File: config.mk
export PLATFORM = sky130hd
export DESIGN_NAME = slc3_control_unit
export DESIGN_NICKNAME = d
export VERILOG_FILES = /design/src/rtl/slc3_ctrl_pkg.sv /design/src/rtl/mem_wait_counter.sv /design/src/rtl/slc3_control_unit.sv
export SDC_FILE = /design/constraint.sdc
export NUM_CORES = 1
export LEC_CHECK = 0
export CORE_MARGIN = 2
export CORE_UTILIZATION = 44
export DETAILED_ROUTE_END_ITERATION = 8
export HOLD_SLACK_MARGIN = 0.15
export PLACE_DENSITY_LB_ADDON = 0.25
export SLEW_MARGIN = 0
export SYNTH_ARGS = -nofsm -noshare
export SYNTH_HDL_FRONTEND = slang
export SYNTH_HIERARCHICAL = 1
export SYNTH_SLANG_ARGS = --single-unit
File: constraint.sdc
create_clock -name Clk -period 1.85 [get_ports Clk]
set_clock_uncertainty 0.1 [all_clocks]
set_input_delay 0.37 -clock Clk [delete_from_list [all_inputs] [get_ports Clk]]
set_output_delay 0.37 -clock Clk [all_outputs]
set_load 0.1 [all_outputs]
File: src/rtl/slc3_ctrl_pkg.sv
// Shared SLC3 control definitions: FSM states, opcodes and datapath mux encodings.
// Imported by the control unit, the datapath and the testbench.
package slc3_ctrl_pkg;

   typedef enum logic [4:0] {
      StHalted,
      St18,
      St33,
      St35,
      St32,
      St1,
      St5,
      St9,
      St0,
      St22,
      St12,
      St4,
      St21,
      St6,
      St25,
      St27,
      St7,
      St23,
      St16,
      StP1,
      StP2
   } state_t;

   localparam logic [3:0] OpBr    = 4'b0000;
   localparam logic [3:0] OpAdd   = 4'b0001;
   localparam logic [3:0] OpJsr   = 4'b0100;
   localparam logic [3:0] OpAnd   = 4'b0101;
   localparam logic [3:0] OpLdr   = 4'b0110;
   localparam logic [3:0] OpStr   = 4'b0111;
   localparam logic [3:0] OpNot   = 4'b1001;
   localparam logic [3:0] OpJmp   = 4'b1100;
   localparam logic [3:0] OpPause = 4'b1101;

   localparam logic [1:0] PcmuxInc   = 2'b00;
   localparam logic [1:0] PcmuxAdder = 2'b01;
   localparam logic [1:0] PcmuxBus   = 2'b10;

   localparam logic [1:0] Addr2Zero  = 2'b00;
   localparam logic [1:0] Addr2Off6  = 2'b01;
   localparam logic [1:0] Addr2Off9  = 2'b10;
   localparam logic [1:0] Addr2Off11 = 2'b11;

   localparam logic [1:0] AlukAdd  = 2'b00;
   localparam logic [1:0] AlukAnd  = 2'b01;
   localparam logic [1:0] AlukNot  = 2'b10;
   localparam logic [1:0] AlukPass = 2'b11;

   // States that hold a memory strobe for MEM_WAIT cycles.
   function automatic logic is_wait_state(state_t s);
      return (s == St33) || (s == St25) || (s == St16);
   endfunction

endpackage

File: src/rtl/mem_wait_counter.sv
// Memory access wait counter: restarts from zero while clr is high, counts while en is high,
// and flags the final cycle of a MEM_WAIT-cycle access.
module mem_wait_counter #(
   parameter int unsigned MEM_WAIT = 2
) (
   input  logic clk,
   input  logic rst_n,
   input  logic clr,
   input  logic en,
   output logic done
);

   localparam logic [3:0] LastCount = 4'(MEM_WAIT - 1);

   logic [3:0] count_q, count_d;

   always_comb begin
      count_d = count_q;
      if (clr) begin
         count_d = 4'd0;
      end else if (en) begin
         count_d = count_q + 4'd1;
      end
   end

   always_ff @(posedge clk or negedge rst_n) begin
      if (!rst_n) begin
         count_q <= 4'd0;
      end else begin
         count_q <= count_d;
      end
   end

   assign done = (count_q == LastCount);

endmodule

File: src/rtl/slc3_control_unit.sv
// SLC3 control unit: Moore FSM driving datapath loads, gates, mux selects and memory strobes
// through fetch, decode and execute, with a programmable wait on every memory access.
module slc3_control_unit
   import slc3_ctrl_pkg::*;
#(
   parameter int unsigned MEM_WAIT = 2
) (
   input  logic       Clk,
   input  logic       Reset,
   input  logic       Run,
   input  logic       Continue,
   input  logic [3:0] Opcode,
   input  logic       IR_5,
   input  logic       IR_11,
   input  logic       BEN,
   output logic       LD_MAR,
   output logic       LD_MDR,
   output logic       LD_IR,
   output logic       LD_BEN,
   output logic       LD_CC,
   output logic       LD_REG,
   output logic       LD_PC,
   output logic       LD_LED,
   output logic       GatePC,
   output logic       GateMDR,
   output logic       GateALU,
   output logic       GateMARMUX,
   output logic       SR2MUX,
   output logic       ADDR1MUX,
   output logic       DRMUX,
   output logic       SR1MUX,
   output logic       MARMUX,
   output logic [1:0] PCMUX,
   output logic [1:0] ADDR2MUX,
   output logic [1:0] ALUK,
   output logic       MIO_EN,
   output logic       Mem_OE,
   output logic       Mem_WE
);

   state_t state_q, state_d;
   logic   mem_done;
   logic   in_wait;
   logic   in_exec;

   assign in_wait = is_wait_state(state_q);
   assign in_exec = !(state_q inside {StHalted, St18, St33, St35, St32});
   assign MARMUX  = 1'b0;

   // Counter is held clear outside wait states so it always starts at 0 on entry.
   mem_wait_counter #(
      .MEM_WAIT(MEM_WAIT)
   ) u_wait (
      .clk  (Clk),
      .rst_n(Reset),
      .clr  (!in_wait),
      .en   (in_wait),
      .done (mem_done)
   );

   always_ff @(posedge Clk or negedge Reset) begin
      if (!Reset) begin
         state_q <= StHalted;
      end else begin
         state_q <= state_d;
      end
   end

   always_comb begin
      state_d    = state_q;
      LD_MAR     = 1'b0;
      LD_MDR     = 1'b0;
      LD_IR      = 1'b0;
      LD_BEN     = 1'b0;
      LD_CC      = 1'b0;
      LD_REG     = 1'b0;
      LD_PC      = 1'b0;
      LD_LED     = 1'b0;
      GatePC     = 1'b0;
      GateMDR    = 1'b0;
      GateALU    = 1'b0;
      GateMARMUX = 1'b0;
      SR2MUX     = 1'b0;
      ADDR1MUX   = 1'b0;
      DRMUX      = in_exec;
      SR1MUX     = in_exec;
      PCMUX      = PcmuxInc;
      ADDR2MUX   = Addr2Zero;
      ALUK       = AlukAdd;
      MIO_EN     = 1'b0;
      Mem_OE     = 1'b0;
      Mem_WE     = 1'b0;

      unique case (state_q)
         StHalted: begin
            if (Run) state_d = St18;
         end
         St18: begin
            GatePC  = 1'b1;
            LD_MAR  = 1'b1;
            PCMUX   = PcmuxInc;
            LD_PC   = 1'b1;
            state_d = St33;
         end
         St33, St25: begin
            Mem_OE = 1'b1;
            MIO_EN = 1'b1;
            LD_MDR = mem_done;
            if (mem_done) state_d = (state_q == St33) ? St35 : St27;
         end
         St35: begin
            GateMDR = 1'b1;
            LD_IR   = 1'b1;
            state_d = St32;
         end
         St32: begin
            LD_BEN = 1'b1;
            unique case (Opcode)
               OpAdd:   state_d = St1;
               OpAnd:   state_d = St5;
               OpNot:   state_d = St9;
               OpBr:    state_d = St0;
               OpJmp:   state_d = St12;
               OpJsr:   state_d = St4;
               OpLdr:   state_d = St6;
               OpStr:   state_d = St7;
               OpPause: state_d = StP1;
               default: state_d = St18;
            endcase
         end
         St1, St5: begin
            SR2MUX  = ~IR_5;
            ALUK    = (state_q == St1) ? AlukAdd : AlukAnd;
            GateALU = 1'b1;
            LD_REG  = 1'b1;
            LD_CC   = 1'b1;
            state_d = St18;
         end
         St9: begin
            ALUK    = AlukNot;
            GateALU = 1'b1;
            LD_REG  = 1'b1;
            LD_CC   = 1'b1;
            state_d = St18;
         end
         St0: begin
            state_d = BEN ? St22 : St18;
         end
         St22: begin
            ADDR1MUX = 1'b0;
            ADDR2MUX = Addr2Off9;
            PCMUX    = PcmuxAdder;
            LD_PC    = 1'b1;
            state_d  = St18;
         end
         St12: begin
            ALUK    = AlukPass;
            GateALU = 1'b1;
            PCMUX   = PcmuxBus;
            LD_PC   = 1'b1;
            state_d = St18;
         end
         St4: begin
            GatePC  = 1'b1;
            DRMUX   = 1'b0;
            LD_REG  = 1'b1;
            state_d = St21;
         end
         St21: begin
            ADDR1MUX = ~IR_11;
            ADDR2MUX = IR_11 ? Addr2Off11 : Addr2Zero;
            PCMUX    = PcmuxAdder;
            LD_PC    = 1'b1;
            state_d  = St18;
         end
         St6, St7: begin
            ADDR1MUX   = 1'b1;
            ADDR2MUX   = Addr2Off6;
            GateMARMUX = 1'b1;
            LD_MAR     = 1'b1;
            state_d    = (state_q == St6) ? St25 : St23;
         end
         St27: begin
            GateMDR = 1'b1;
            LD_REG  = 1'b1;
            LD_CC   = 1'b1;
            state_d = St18;
         end
         St23: begin
            SR1MUX  = 1'b0;
            ALUK    = AlukPass;
            GateALU = 1'b1;
            MIO_EN  = 1'b0;
            LD_MDR  = 1'b1;
            state_d = St16;
         end
         St16: begin
            Mem_WE = 1'b1;
            if (mem_done) state_d = St18;
         end
         StP1: begin
            LD_LED = 1'b1;
            if (Continue) state_d = StP2;
         end
         StP2: begin
            if (!Continue) state_d = St18;
         end
         default: state_d = StHalted;
      endcase
   end

endmodule

==> metrics.md, run 1 <==
| Metric | Value |
|---|---|
| Synthesized Nets | `about 200` |
| Synthesized area | `roughly 1300 sq um` |
| Setup bufs post-CTS | `15` |
| Synthesized area per cell | `around 7.5 sq um` |
| Error | `[ERROR DPL-0033] detailed placement checks failed during check placement.` |
| #FFs+latches synth | `9` |
| Die Y | `59.2 um` |
| Failing step | `clock tree synthesis` |
| Status | `stopped before the end` |
| Longest Clk Path Bufs | `2` |
| Top_reg_cell synth | `dfrtp_1` |
| Synthesized netlist cell count | `178` |
| H-tree depth | `1` |
| Root Driver | `clkbuf_4` |
| Clock sink total | `9` |
| Initial core utilization | `0.450` |
| Fraction of registers with async set/reset | `1.00` |
| Hpwl dp | `roughly 4500 um` |
| Site Rows | `20` |
| GP Congestion | `0.950` |
| Post-cts resize count | `65` |
| Post-synthesis cell type count | `between 50 and 60` |
| Total clock buffers created by CTS | `3` |
| CTS Hold Bufs | `0` |
| Sequential share of the synthesized area | `0.168` |
| Yosys warns | `6` |
| Io pins | `37` |
| Die X | `between 50 and 60 um` |
| Number of synthesized flops with an enable pin | `0` |
| IO Port Bufs | `35` |
==> through the flow <==
step	setup slack (ps)	instance area, sq um	std cells	hold slack (ps)
floorplan	-667	1700	178	-25.6
global placement	-302	2570	282	457
detailed placement	-459	2570	282	496
==> synthesized netlist by cell type (3+ instances only) <==
cell      instances  area [sq um]
buf_2             7          35.0
nand2b_1          7          43.8
nor2_1           27           101
nand3b_1          4          30.0
inv_2             3          11.3
inv_1             8          30.0
dfrtp_1           9           225
a211oi_1          6          45.0
a21oi_1           9          45.0
clkbuf_1          3          11.3
nand3_1           4          20.0
xnor2_1           4          35.0
nor2b_1           3          18.8
ha_1              6          75.1
buf_4             3          22.5
nand2_1           9          33.8
nor3_1           11          55.1
o21ai_0           8          40.0
==> logic make-up after synthesis <==
kind of cell,count (synthesis),synth area share
mux,3,0.0280
xor+xnor,7,0.0514
flops,9,0.168
fa+ha+maj,7,0.0635
simple gates,79,0.314
other cells,1,0.00280
compound gates,46,0.274
buf+inv,26,0.0990
==> inputs of run 2 (changes only) <==
Settings changed: CORE_UTILIZATION 44 to 30, HOLD_SLACK_MARGIN 0.15 to unset, PLACE_DENSITY_LB_ADDON 0.25 to 0.15.
Clock period 1.85 ns to 2.41 ns, I/O delays scaled along.
==> run 2 against run 1 <==
The flow now finishes without violations. Synthesized cell count is the same. Synthesized area is the same.
==> metrics.md, run 2 <==
| Metric | Value |
|---|---|
| Synthesized area per cell | `7.53 sq um (unchanged)` |
| Total clock buffers created by CTS | `3 (unchanged)` |
| Critical path endpoint category | `output port` |
| Share of the synthesized area in the top cell type | `0.168 (unchanged)` |
| Longest Clk Path Bufs | `2 (unchanged)` |
| Nets | `around 250` |
| CP max stage cell | `dfrtp_1` |
| HP Class | `primary input to asynchronous set/reset pin` |
| CTS Hold Bufs | `0 (unchanged)` |
| Final hold vios | `0` |
| Critical Path AT | `between 1500 and 2000 ps` |
| Die ar. | `5020 sq um` |
| Status | `finished clean` |
| #FFs+latches synth | `9 (unchanged)` |
| Initial core utilization | `0.310 (-0.140)` |
| Most common cell in the netlist | `nor2_1` |
| Wirelength per Cell | `about 16 um` |
| Routed Antenna Nets | `0` |
| Root Driver | `clkbuf_8` |
| Drt pass-1 iters | `4` |
| Io pins | `37 (unchanged)` |
| Sequential share of the synthesized area | `0.168 (unchanged)` |
| Biggest register | `state_q` |
| GP Congestion | `0.911 (-4.1%)` |
| Post-synthesis cell type count | `56 (unchanged)` |
| Yosys warns | `6 (unchanged)` |
| Most frequent cells in the layout | `buf_4 (25), buf_12 (25), nor2_1 (20), clkdlybuf4s50_1 (10), inv_1 (8)` |
| Core area | `roughly 4300 sq um` |
| Drt drc | `0` |
| Die Y | `70.8 um (+20%)` |
| Routed vias/inst | `about 5.3` |
| Synth cell count leaders | `nor2_1 (27), nor3_1 (11), a21oi_1 (9), dfrtp_1 (9), nand2_1 (9)` |
| Clock transition at the registers of the reported paths | `~40 ps` |
| CP delay by family, top | `flip-flops` |
| Diodes inserted | `0` |
| Area contributors post-synth | `dfrtp_1 (17%), nor2_1 (7.6%), ha_1 (5.6%), nor3_1 (4.1%), a21oi_1 (3.4%)` |
| Vias in the first global route | `approximately 1600` |
| CP Depth | `6` |
| Cells on worst reg2reg path | `6` |
| Final wirelength | `roughly 4500 um` |
| Tmin final | `2310 ps` |
| Site Rows | `24 (+20%)` |
| Die X | `70.8 um (+20%)` |
| Layout area overhead | `75.6%` |
| Worst EP required | `roughly 1800 ps` |
| Final slew viol count | `0` |
| IO Port Bufs | `35 (unchanged)` |
| Largest regs | `state_q x5, u_wait/count_q x4` |
| Setup TNS | `0 ps` |
| CP max stage delay | `approximately 450 ps` |
| Vias | `between 1000 and 1500` |
| Critical-path cell list | `buf_6 -> nor2b_1 -> o21ai_0 -> a21oi_1 -> or2_2 -> buf_12` |
| First-pass GRT wire length | `roughly 7700 um` |
| Number of synthesized flops with an enable pin | `0 (unchanged)` |
| Largest net degree at the start of global routing | `12` |
| Fmax | `432 MHz` |
| Skew-Pair Late Insertion Delay | `230 ps` |
| Grt ovf | `0` |
| Synthesized Nets | `195 (unchanged)` |
| Fraction of registers with async set/reset | `1.00 (unchanged)` |
| Crit path launch type | `flop` |
| # setup viols final | `0` |
| Worst Path Class, Setup | `flop to output port` |
| Tcrit/Tclk final | `0.961` |
| Top_reg_cell synth | `dfrtp_1` |
| Post-synth top area cell | `dfrtp_1` |
| Max reg flops | `5` |
| Crit path buf inv count | `2` |
| Max Cap Violations | `0` |
| Hpwl dp | `3700 um (-17%)` |
| Share of layout cells above drive strength 1 | `0.447` |
| CTS tree | `yes` |
| Number of antenna violations at the first check in global routing | `0` |
| Synthesized area | `1340 sq um (unchanged)` |
| H-tree depth | `1 (unchanged)` |
| Clock sink total | `9 (unchanged)` |
| DR iter-0 viols | `just over 80` |
| All-Layer GR Usage | `0.188` |
| RSZ-0062 raised after global routing | `no` |
| CP max FO | `8` |
| Synthesized netlist cell count | `178 (unchanged)` |
run 2: cell counts after synthesis:
Identical to the previous run, type by type.
run 2: worst register-to-register path, stage by stage, from the launching register on:
cell       delay [ps]
dfrtp_1           500
buf_4             220
or2_1             290
buf_4             180
nor3_1            210
a2bb2oi_2         240
o32ai_1           140
run 2: worst paths after layout:
path | start | end | slack, ps
worst max-delay path | state_q[4] | GateALU | 100
worst min-delay path | Reset | u_wait/count_q[0] | 460
worst max register to register | state_q[0] | state_q[1] | 390
worst min register to register | u_wait/count_q[1] | u_wait/count_q[1] | 480
max in group asynchronous | Reset | state_q[2] | 1420
min in group Clk | u_wait/count_q[1] | u_wait/count_q[1] | 480
run 2: kinds of logic after synthesis:
group	synth area share
other	0.00280
muxes	0.0280
AOI/OAI and AO/OA	0.274
DFF	0.168
xor gates and xnor gates	0.0514
and+or+nand+nor	0.314
buffers and inverters	0.0990
adders and majority gates	0.0635
run 2: repair_timing:
action / CTS / global route
setup endpoints to repair: 0 / 8
gates resized for setup: 0 / 4
buffers inserted: 0 / 0
hold endpoints to repair: 0 / 0
run 2: area by class of cell:
class | instances | area, sq um
fill | 405 | 1970
tap | 52 | 65.1
clock buffer | 4 | 45.0
inverter | 11 | 41.3
multi-input combinational | 143 | 1170
timing repair buffer | 61 | 800
sequential | 9 | 228
run 2: metal layers:
metal / global-route usage / vias to the layer above / part of all wire
met2: 0.305 / 27 / 0.49
met4: 0.0461 / 0 / 0.012
met3: 0.0171 / 4 / 0.033
li1: - / 730 / -
met1: 0.270 / 715 / 0.47
met5: 0 / - / 0
run 2: through the flow:
step	instances	area, sq um	hold slack [ps]	utilization	setup slack (ps)
after floorplan	178	1540	86.4	-	-429
after global placement	276	2300	458	0.532	116
after detailed placement	276	2300	468	0.532	-4.31
after CTS	280	2340	475	0.542	15.3
after global routing	280	2350	496	0.544	4.79
final	280	2350	465	0.544	95.0
Power of run 2 is not shown: default switching activity piles up to over one toggle a cycle in this logic, so the estimate is an artifact.
==> inputs of run 3 (changes only) <==
Settings changed: CORE_MARGIN 2 to unset, PLACE_DENSITY_LB_ADDON 0.15 to 0.25.
==> run 3 against run 2 <==
Global-route usage is 0.50 points lower. Largest cell class unchanged. Highest routed layer unchanged. Die area is 5.6% lower. Critical path type unchanged. Final cell count is 2.9% lower. Count of clock-buffer cells in the layout stayed put. Final area is 1.4% lower. Utilization is 1.6 points higher. First-iteration DRC count is 13% lower. Via count is 0.61% lower. Critical path depth is 1 lower. Non-clock buffer count is 6 lower.
==> metrics.md, run 3 (synthesis gave the netlist of run 2 again) <==
| Metric | Value |
|---|---|
| Status | `finished clean` |
| CP delay by family, top | `flip-flops` |
| Total clock buffers created by CTS | `3 (unchanged)` |
| RSZ-0062 raised after global routing | `no` |
| FF-to-FF End | `u_wait/count_q[3]` |
| Die X | `68.8 um (-2.8%)` |
| Initial core utilization | `0.323 (+0.0135)` |
| CP max FO | `14 (+6)` |
| Final wirelength | `4000 um (-10%)` |
| R2R Setup Slk | `350 ps (-40 ps)` |
| Skew-Pair Late Insertion Delay | `230 ps (about the same)` |
| Final hold vios | `0 (unchanged)` |
| Max reg flops | `5 (unchanged)` |
| Final slew viol count | `0 (unchanged)` |
| Drt pass-1 iters | `4 (unchanged)` |
| Layout area overhead | `73.2%` |
| Root Driver | `clkbuf_8` |
| Worst Path Class, Setup | `flop to output port` |
| HP Class | `primary input to asynchronous set/reset pin` |
| Largest net degree at the start of global routing | `15 (+3)` |
| CP Depth | `5 (-1)` |
| Biggest register | `state_q` |
| Hpwl dp | `3200 um (-14%)` |
| CP max stage delay | `460 ps (about the same)` |
| Max Cap Violations | `0 (unchanged)` |
| H-tree depth | `1 (unchanged)` |
| CTS Hold Bufs | `0 (unchanged)` |
| CTS tree | `yes` |
| # setup viols final | `0 (unchanged)` |
| Post-Layout Cell Count | `272 (-2.9%)` |
| Most frequent cells in the layout | `buf_12 (25), nor2_1 (20), buf_4 (19), clkdlybuf4s50_1 (10), inv_1 (8)` |
| Critical-path cell list | `buf_6 -> nand2b_4 -> nor3_4 -> o21bai_2 -> buf_12` |
| First-pass GRT wire length | `6390 um (-17%)` |
| Cells on worst reg2reg path | `5 (-1)` |
| Tmin final | `2310 ps (-3.67 ps)` |
| Wirelength per Cell | `14.7 um (-7.6%)` |
| Routed vias/inst | `5.39 (+2.3%)` |
| Drt drc | `0 (unchanged)` |
| Clock sink total | `9 (unchanged)` |
| Tcrit/Tclk final | `0.959 (-0.00152)` |
| Cells after DPL | `268 (-2.9%)` |
| Crit path buf inv count | `2 (unchanged)` |
| Critical path endpoint category | `output port` |
| Commonest non-fill, non-tap cell in the layout | `buf_12` |
| Number of antenna violations at the first check in global routing | `0 (unchanged)` |
| Largest regs | `state_q x5, u_wait/count_q x4` |
| All-Layer GR Usage | `0.183 (-0.00496)` |
| Longest Clk Path Bufs | `2 (unchanged)` |
| Die Y | `68.8 um (-2.8%)` |
| Vias in the first global route | `1333 (-15%)` |
| Area of the multi-input gates | `1190 sq um (+1.1%)` |
| Vias | `1467 (-0.61%)` |
| CP max stage cell | `dfrtp_1` |
| Crit path launch type | `flop` |
| Setup TNS | `0 ps (unchanged)` |
| Grt ovf | `0 (unchanged)` |
| Critical Path AT | `1730 ps (about the same)` |
| Clock transition at the registers of the reported paths | `40 ps (about the same)` |
| RR Startpoint | `state_q[3]` |
| Worst EP required | `1830 ps (about the same)` |
| IO Port Bufs | `35 (unchanged)` |
| Site Rows | `23 (-4.2%)` |
| Core area | `4140 sq um (-4.2%)` |
| Share of layout cells above drive strength 1 | `0.450 (+0.00308)` |
| Io pins | `37 (unchanged)` |
| GP Congestion | `0.888 (-2.6%)` |
| FF/Latch Area | `230 sq um (+1.1%)` |
| Layout filler cell count | `398 (-1.7%)` |
| Routed Antenna Nets | `0 (unchanged)` |
| Diodes inserted | `0 (unchanged)` |
| Fmax | `433 MHz (+0.16%)` |
| Die ar. | `4740 sq um (-5.6%)` |
| Nets | `240 (-2.4%)` |
| DR iter-0 viols | `71 (-13%)` |
-- run 3: final cells by class --
| cell class | count | area share |
|---|---|---|
| Clock buffer | 4 | 0.0194 |
| Timing Repair Buffer | 55 | 0.325 |
| Multi-Input combinational cell | 143 | 0.512 |
| Tap cell | 50 | 0.0270 |
| Inverter | 11 | 0.0178 |
| Sequential cell | 9 | 0.0992 |
-- run 3: worst max path at each step --
stage | start | endpoint | slack, ps
finish | state_q[1] | ALUK[1] | 100
CTS | state_q[3] | ADDR2MUX[0] | 20
global route | state_q[1] | ALUK[1] | 3
detailed placement | Opcode[0] | state_q[0] | -10
floorplan | state_q[4] | ALUK[1] | -430
global placement | Opcode[0] | state_q[0] | 50
-- run 3: routing by layer --
layer | wire, um | share of wire | global-route usage | up-vias
li1 | - | - | - | 717
met1 | 1940 | 0.49 | 0.267 | 702
met2 | 1820 | 0.45 | 0.278 | 42
met3 | 198 | 0.050 | 0.0345 | 6
met4 | 39 | 0.0098 | 0.0383 | 0
met5 | 0 | 0 | 0 | -
-- run 3: through the flow --
step                      setup slack, ps   util  hold WS (ps)  area (sq um)
after global routing                 2.81  0.560           468          2320
after detailed placement            -13.5  0.543           479          2250
after CTS                            24.9  0.555           464          2300
final                                98.7  0.560           448          2320
after global placement               49.4  0.543           471          2250
after floorplan                      -429      -          86.4          1540
-- run 3: what timing repair did --
item,CTS,global route
setup buffers,0,0
setup endpoints to repair,4,12
gates resized for setup,1,8
Power of run 3 is left out for the same reason.
==> inputs of run 4 (changes only) <==
Settings changed: RECOVER_POWER set to 100.
Clock period 2.41 ns to 1.97 ns, I/O delays scaled along.
==> run 4 against run 3 <==
The flow now finishes with violations (negative setup slack). Die area is the same. Final cell count grew 12%. Largest cell class unchanged. Critical path depth is the same. Count of clock-buffer cells in the layout shrank 1.
==> metrics.md, run 4 (synthesis gave the netlist of run 2 again) <==
| Metric | Value |
|---|---|
| Power Internal | `between 2 and 2.5 mW` |
| Vias in the first global route | `1661 (+25%)` |
| Routed Antenna Nets | `0 (unchanged)` |
| Sequential share of power | `0.067` |
| Largest regs | `state_q x5, u_wait/count_q x4` |
| CP max FO | `8 (-6)` |
| Clock power share | `0.044` |
| Switching power total | `between 2 and 3 mW` |
| Grt ovf | `0 (unchanged)` |
| Final wirelength | `5170 um (+29%)` |
| Clock sink total | `9 (unchanged)` |
| Lkg Pwr | `between 1 and 1.5 nW` |
| Worst setup slack after layout | `-238 ps (-337 ps)` |
| Die X | `68.8 um (unchanged)` |
| Share of layout cells above drive strength 1 | `0.639 (+0.189)` |
| Worst EP required | `1480 ps (-350 ps)` |
| CTS Hold Bufs | `0 (unchanged)` |
| Largest net degree at the start of global routing | `14 (-1)` |
| Core area | `4140 sq um (unchanged)` |
| CTS tree | `yes` |
| Crit path launch type | `flop` |
| Most frequent cells in the layout | `buf_4 (34), buf_12 (26), buf_6 (16), nor2_1 (15), nor3_4 (9)` |
| HP Class | `primary input to asynchronous set/reset pin` |
| # setup viols final | `26 (+26)` |
| Final hold vios | `0 (unchanged)` |
| Tmin final | `2210 ps` |
| Pwr Total | `a little over 5 mW` |
| Critical path endpoint category | `output port` |
| Max reg flops | `5 (unchanged)` |
| Commonest non-fill, non-tap cell in the layout | `buf_4` |
| H-tree depth | `1 (unchanged)` |
| Routed vias/inst | `5.42 (+0.49%)` |
| RSZ-0062 raised after global routing | `yes` |
| Diodes inserted | `0 (unchanged)` |
| Failing checks | `negative setup slack` |
| Max Cap Violations | `0 (unchanged)` |
| Biggest register | `state_q` |
| All-Layer GR Usage | `0.239 (+0.0559)` |
| DR iter-0 viols | `60 (-15%)` |
| Worst Path Class, Setup | `flop to output port` |
| Initial core utilization | `0.323 (unchanged)` |
| Sw Share | `0.571` |
| Longest Clk Path Bufs | `2 (unchanged)` |
| Root Driver | `clkbuf_8` |
| Drt pass-1 iters | `4 (unchanged)` |
| Tcrit/Tclk final | `1.12` |
| Peak supply drop | `0.00124 V` |
| Pwr Density | `between 1500 and 2000 nW/um^2` |
| Fmax | `approximately 450 MHz` |
| Status | `complete, but fails checks` |
| First-pass GRT wire length | `8150 um (+28%)` |
| Skew-Pair Late Insertion Delay | `240 ps (about the same)` |
| Number of antenna violations at the first check in global routing | `0 (unchanged)` |
| Final slew viol count | `0 (unchanged)` |
| Critical Path AT | `1710 ps (-20 ps)` |
| IO Port Bufs | `35 (unchanged)` |
| Setup TNS | `-3480 ps (-3480 ps)` |
| Layout area overhead | `114%` |
| Clock transition at the registers of the reported paths | `50 ps (about the same)` |
| Total clock buffers created by CTS | `3 (unchanged)` |
| Io pins | `37 (unchanged)` |
| Hpwl dp | `3750 um (+17%)` |
| Nets | `273 (+14%)` |
| Wirelength per Cell | `16.9 um (+15%)` |
| Site Rows | `23 (unchanged)` |
| Die Y | `68.8 um (unchanged)` |
| Comb power frac | `0.889` |
| GP Congestion | `0.871 (-2.0%)` |
| Drt drc | `0 (unchanged)` |
| Die ar. | `4740 sq um (unchanged)` |
| Vias | `1653 (+13%)` |
-- run 4: changes by cell type in the layout (fill, tap and decap cells not counted), sizes merged --
cell	previous run	this run
buf	45	76
clkbuf	4	5
clkdlybuf4s50	10	5
clkinv	0	1
dlygate4sd3	0	1
dlymetal6s2s	0	4
-- run 4: critical path, stage by stage, from the launching register on --
cell,delay (ps)
dfrtp_2,490
or3b_4,420
nor2_4,150
a21oi_1,100
nor2_4,130
buf_12,180
-- run 4: layout make-up --
| cell class | instances | area, sq um |
|---|---|---|
| multi-input cells | 143 | 1400 |
| clock inverters | 1 | 5.00 |
| repair buffers | 88 | 1080 |
| clock buffers | 3 | 41.3 |
| inverters | 11 | 41.3 |
| fillers | 294 | 1280 |
| well taps | 50 | 62.6 |
| flip-flops and latches | 9 | 231 |
-- run 4: routing by layer --
metal / global-route usage / wire length (um)
met2: 0.418 / 2710
met1: 0.305 / 2160
met4: 0.0842 / 68
met5: 0 / 0
met3: 0.0214 / 236
-- run 4: path summary, 6_finish.rpt --
kind	start	to	slack (ps)	cells past startpoint
worst max register to register	state_q[0]	u_wait/count_q[3]	-10	7
worst max-delay path	state_q[2]	GateMARMUX	-240	5
worst min register to register	u_wait/count_q[1]	u_wait/count_q[1]	490	2
max in group asynchronous	Reset	state_q[1]	1010	1
min in group Clk	u_wait/count_q[1]	u_wait/count_q[1]	490	2
worst min-delay path	Reset	state_q[2]	430	1
-- run 4: through the flow --
stage	utilization	hold WS (ps)	std cells	worst slack, ps	cell area (sq um)
4_1_cts	0.659	380	298	-186	2730
6_report	0.691	433	305	-238	2860
3_3_place_gp	0.610	473	290	-231	2530
3_5_place_dp	0.610	479	290	-317	2530
2_1_floorplan	-	-1.59	178	-571	1690
5_1_grt	0.691	471	305	-285	2860
-- run 4: repair_timing --
action,CTS,global route
resized for setup,35,23
buffers inserted,4,7
pin swaps,19,18
setup endpoints to repair,30,31
-- run 4: power by group through the flow --
stage	registers (mW)	logic (mW)	clock network, mW
after global placement	0.334	4.05	0
after CTS	0.340	4.32	0.221
after global routing	0.344	4.74	0.234
after detailed placement	0.334	4.10	0
after floorplan	0.295	2.84	0
final	0.339	4.52	0.223
Note: power is estimated with default switching activity, not from simulation.
